<file path="src/rtl/seq_pkg.sv">
// Shared types and constants for the pattern sequence checker.
package seq_pkg;

    typedef enum logic [1:0] {
        ST_IDLE,
        ST_RUN,
        ST_DONE
    } state_e;

    localparam logic [7:0] CH_HI   = 8'h2D;  // '-'
    localparam logic [7:0] CH_LO   = 8'h5F;  // '_'
    localparam logic [7:0] CH_X    = 8'h78;  // 'x'
    localparam int         MAX_LEN = 64;
    localparam logic [7:0] CNT_MAX = 8'd255;

endpackage

</file>
<file path="src/rtl/seq_pattern_rom.sv">
// Turns the PATTERN string into per-index expected-value and care bit vectors.
module seq_pattern_rom
    import seq_pkg::*;
#(
    parameter     PATTERN = "-_-_",
    parameter int LEN     = 4
) (
    output logic [LEN-1:0] exp_bits,
    output logic [LEN-1:0] care_bits
);

    if (LEN < 1 || LEN > MAX_LEN || $bits(PATTERN) != 8 * LEN) begin : g_bad_len
        $error("seq_pattern_rom: PATTERN length must be 1..64 characters");
    end

    // Index 0 is the leftmost character, which sits in the top byte of the string.
    for (genvar i = 0; i < LEN; i++) begin : g_char
        localparam logic [7:0] CH = PATTERN[8*(LEN-1-i) +: 8];
        if (CH != CH_HI && CH != CH_LO && CH != CH_X) begin : g_bad_char
            $error("seq_pattern_rom: illegal PATTERN character");
        end
        assign exp_bits[i]  = (CH == CH_HI);
        assign care_bits[i] = (CH != CH_X);
    end

endmodule

</file>
<file path="src/rtl/seq_check.sv">
// Compares a sampled 1-bit signal against a fixed waveform pattern, one index per cycle.
module seq_check
    import seq_pkg::*;
#(
    parameter     PATTERN = "-_-_",
    parameter int LOOP    = 0,
    localparam int LEN    = $bits(PATTERN) / 8,
    localparam int IW     = $clog2(LEN + 1)
) (
    input  logic          clock,
    input  logic          reset_n,
    input  logic          start,
    input  logic          sig,
    output logic [IW-1:0] idx,
    output logic          busy,
    output logic          err,
    output logic [7:0]    mism_cnt,
    output logic [IW-1:0] first_idx,
    output logic          done,
    output logic          pass
);

    localparam logic [IW-1:0] IDX_LAST = IW'(LEN - 1);
    localparam logic [IW-1:0] IDX_END  = IW'(LEN);

    if (LOOP != 0 && LOOP != 1) begin : g_bad_loop
        $error("seq_check: LOOP must be 0 or 1");
    end

    logic [LEN-1:0]    exp_bits, care_bits;
    logic [2**IW-1:0]  exp_pad, care_pad;

    seq_pattern_rom #(.PATTERN(PATTERN), .LEN(LEN)) u_rom (
        .exp_bits (exp_bits),
        .care_bits(care_bits)
    );

    // Padding makes the vectors exactly addressable by idx, including idx == LEN.
    assign exp_pad  = {{(2**IW - LEN){1'b0}}, exp_bits};
    assign care_pad = {{(2**IW - LEN){1'b0}}, care_bits};

    state_e        state_q, state_d;
    logic [IW-1:0] idx_q, idx_d;
    logic [IW-1:0] first_q, first_d;
    logic [7:0]    mism_q, mism_d;
    logic          err_q, err_d;
    logic          mis;

    always_ff @(posedge clock or negedge reset_n) begin
        if (!reset_n) begin
            state_q <= ST_IDLE;
            idx_q   <= '0;
            first_q <= '0;
            mism_q  <= '0;
            err_q   <= 1'b0;
        end else begin
            state_q <= state_d;
            idx_q   <= idx_d;
            first_q <= first_d;
            mism_q  <= mism_d;
            err_q   <= err_d;
        end
    end

    assign mis = care_pad[idx_q] && (sig != exp_pad[idx_q]);

    always_comb begin
        state_d = state_q;
        idx_d   = idx_q;
        first_d = first_q;
        mism_d  = mism_q;
        err_d   = 1'b0;
        if (start) begin
            // Restart from any state; the sample on this edge is discarded.
            state_d = ST_RUN;
            idx_d   = '0;
            first_d = '0;
            mism_d  = '0;
        end else begin
            case (state_q)
                ST_RUN: begin
                    if (mis) begin
                        err_d = 1'b1;
                        if (mism_q != CNT_MAX) mism_d = mism_q + 8'd1;
                        if (mism_q == 8'd0)    first_d = idx_q;
                    end
                    if (idx_q == IDX_LAST) begin
                        if (LOOP != 0) begin
                            idx_d = '0;
                        end else begin
                            idx_d   = IDX_END;
                            state_d = ST_DONE;
                        end
                    end else begin
                        idx_d = idx_q + 1'b1;
                    end
                end
                default: ;
            endcase
        end
    end

    always_comb begin
        busy      = (state_q == ST_RUN);
        done      = (state_q == ST_DONE);
        pass      = done && (mism_q == 8'd0);
        idx       = idx_q;
        err       = err_q;
        mism_cnt  = mism_q;
        first_idx = first_q;
    end

endmodule

</file>
<file path="config.mk">
export PLATFORM = sky130hd
export DESIGN_NAME = seq_check
export DESIGN_NICKNAME = d
export VERILOG_FILES = /design/src/rtl/seq_pkg.sv /design/src/rtl/seq_pattern_rom.sv /design/src/rtl/seq_check.sv
export SDC_FILE = /design/constraint.sdc
export NUM_CORES = 1
export LEC_CHECK = 0
export CORE_UTILIZATION = 51
export DETAILED_ROUTE_END_ITERATION = 10
export PLACE_DENSITY = 0.79
export SLEW_MARGIN = 40
export SYNTH_ARGS = -nofsm -noshare
export SYNTH_HDL_FRONTEND = slang
export SYNTH_SLANG_ARGS = --single-unit
</file>
<file path="constraint.sdc">
create_clock -name clock -period 4.5 [get_ports clock]
set_input_delay 0.675 -clock clock [delete_from_list [all_inputs] [get_ports clock]]
set_output_delay 0.675 -clock clock [all_outputs]
set_load 0.01 [all_outputs]
</file>
==> run_results.csv <==
group,metric,value,unit
worst_setup_path,cp-endpoint,"pass",
worst_setup_path,worstSetupPathType,"flop to primary output",
timing,setup_viol,0,
final_layout,fin_util,72.3,%
timing,fin_tns_setup,0,ns
route,wl_per_cell,14.5,um
worst_setup_path,cp-end-kind,"primary output",
floorplan,initial_core_util,57.1,%
yosys,yosys.area.top_type,"dfrtp_1",
place,routabilityCongestion,0.822,
cts,cts_setup_buffers,0,
worst_setup_path,r2r_setup_slack,2.53,ns
timing,hold_viol,0,
route,vias,804,
yosys,synthTopCellsByCount,"17 x dfrtp_1, 11 x nor2_1, 7 x a21oi_1, 7 x inv_1, 7 x nand2_1",
timing,worstMarginPinSlew,0.606,ns
yosys,synth_cells,95,
route,post-route-drc-count,1,
status,outcome,"finished, violations left",
floorplan,dieArea,1940,um2
yosys,synth_edf_count,0,
worst_setup_path,arrival,2.09,ns
worst_setup_path,regToRegStartpoint,"state_q[1]$_DFFE_PN0P_",
worst_setup_path,r2r_cells,4,
cts,clk_path_buf_depth,2,
final_layout,fill_cells,119,
worst_setup_path,r2r_end,"mism_cnt[5]$_DFFE_PN0P_",
timing,slew_headroom,59.5,%
cts,cts_buffers,3,
final_layout,drive_gt1_share,6.84,%
floorplan,ioPinCount,22,
final_layout,antennaDiodeCount,0,
status,violations,"DRC",
final_layout,nets,126,
yosys,yosysWarnings,0,
flow_run,drv_cap,0,
global_route,grt_pass1_vias,682,
route,ant_nets,0,
floorplan,die_w,44,um
place,io_buffers,21,
worst_hold_path,hp-class,"input pin to asynchronous set/reset pin",
cts,clk_latency,0.30,ns
yosys,synth.most_common_cell,"dfrtp_1",
cts,cts.sinks,17,
global_route,grt_pass1_wl,3060,um
floorplan,die_h,44,um
yosys,mappedNetlistArea,900,um2
route,first_pass_iters,7,
timing,final-max-slew-violation-count,0,
timing,period_minus_slack,2.77,ns
final_layout,layout-area-overhead-vs-synth,26.7,%
cts,path_clk_slew,0.10,ns
cts,hold_buffers,0,
worst_setup_path,path_max_fanout,5,
worst_setup_path,start_kind,"flop",
global_route,grt_overflow,0,
yosys,yosys-top-cells-area,"dfrtp_1 47%, ha_1 5.6%, nor2_1 4.6%, mux2i_1 4.5%, a21oi_1 3.9%",
yosys,ys.flop_type,"dfrtp_1",
yosys,ys_types,31,
yosys,syn_area_per_cell,9.47,um2
worst_setup_path,slowest_stage,"clkdlybuf4s50_1",
worst_setup_path,critPathLaunch,"mism_cnt[0]$_DFFE_PN0P_",
power,total_leakage_power,0.474,nW
worst_setup_path,critical_path.cell_chain,"inv_1 > ha_1 > nor4b_1 > and3_1 > clkdlybuf4s50_1",
yosys,synth.net_count,103,
power,peakVddDrop,0.000340,V
timing,rsz0062_at_grt,"false",
yosys,ys_ff_latch,17,
timing,timing.final.crit_share,61.5,%
cts,clockRootBuffer,"clkbuf_4",
cts,cts_tree,"done",
yosys,ys_seq_area_share,47.3,%
cts,htreeDepth,1,
timing,clock_skew,0.00241,ns
yosys,synthArstFlopShare,100,%
yosys,yosysTopAreaCellShare,47.3,%
global_route,antenna_found_initial,0,
route,vias_per_cell,6.05,
worst_setup_path,cp_data_required_time,3.83,ns
floorplan,fp.coreArea,1580,um2
global_route,grt_use_total,22.2,%
worst_setup_path,slowest_delay,0.53,ns
power,power_per_cell_area,479,nW/um2
timing,clock.fmax,0.361,GHz
floorplan,fp-row-count,14,
cts,ctsResizeCount,0,
route,drtIter0Drc,24,
global_route,grt_max_degree,18,
place,dp_hpwl,1370,um
route,drt_wl_total,1930,um
## worst max-delay path: cells and delay by family (launching register included)
kind                     cells  cell delay, ns
flip-flops                   1            0.43
adder cells (fa/ha/maj)      1            0.16
buffers and inverters        2            0.62
AND/OR/NAND/NOR              2            0.59
## kinds of logic (layout without fill, tap and decap cells)
kind of cell,after synthesis,in the layout,synth area share (%)
flip-flops,17,17,47.3
XOR/XNOR,1,1,0.974
buffers and inverters,10,32,4.17
AND/OR/NAND/NOR,42,42,25.6
adder cells (fa/ha/maj),4,4,5.56
AO/OA/AOI/OAI,17,17,12.0
multiplexers,4,4,4.45
## placed cells by master, fill, tap and decap left out, drive strengths merged, types with 2 or more instances in the layout
cell type,netlist,final
inv,7,7
nor3,5,5
clkdlybuf4s50,0,20
o21ai,2,2
or3,2,2
dfrtp,17,17
nor2,11,11
ha,4,4
nand2,7,7
clkbuf,3,4
mux2i,4,4
nand3,4,4
nor4,2,2
a211oi,3,3
o31ai,2,2
a21oi,7,7
## routing by layer
layer  part of all wire (%)  GRT usage (%)  vias to the layer above
met4                    2.2           10.9                        0
met5                      0              0                        -
met3                    6.5           5.83                        4
met1                     45           29.7                      389
met2                     46           33.2                       30
li1                       -              -                      381
## per-stage QoR
step	power [mW]	hold slack, ns	area, um2	std cells	setup WS, ns
2_1_floorplan	0.365	0.379	900	95	2.57
3_3_place_gp	0.458	0.508	1120	129	2.10
3_5_place_dp	0.465	0.510	1120	129	2.06
4_1_cts	0.550	0.535	1140	133	1.73
5_1_grt	0.585	0.304	1140	133	1.62
6_report	0.546	0.277	1140	133	1.73
## power by group
group          leakage [nW]  switching, mW  total [mW]  internal [mW]
Sequential            0.227         0.0328       0.217          0.184
Clock                0.0150         0.0493      0.0839         0.0346
Combinational         0.232          0.121       0.245          0.125
Total                 0.474          0.203       0.546          0.343
## how the worst min path moves through the flow
stage | startpoint | to | cells past startpoint
finish | reset_n | state_q[0]$_DFFE_PN0P_ | 1
global route | reset_n | mism_cnt[1]$_DFFE_PN0P_ | 1
CTS | first_idx[2]$_DFFE_PN0P_ | first_idx[2]$_DFFE_PN0P_ | 1
detailed placement | first_idx[2]$_DFFE_PN0P_ | first_idx[2]$_DFFE_PN0P_ | 1
global placement | first_idx[1]$_DFFE_PN0P_ | first_idx[1]$_DFFE_PN0P_ | 2
floorplan | reset_n | err$_DFF_PN0_ | 0
## registers in the layout, summed over array words and instances, names as in the netlist
| name | cells |
|---|---|
| mism_cnt | 8 |
| first_idx | 3 |
| idx | 3 |
| err | 1 |
| state_q | 2 |
## area by class of cell
class / instances / area [um2] / share of cell area, %
sequential: 17 / 425 / 37.3
tap: 16 / 20.0 / 1.76
multi-input combinational: 68 / 437 / 38.3
clock buffer: 4 / 26.3 / 2.31
timing repair buffer: 21 / 205 / 18.0
inverter: 7 / 26.3 / 2.31
Power figures use the tool's default switching activity.
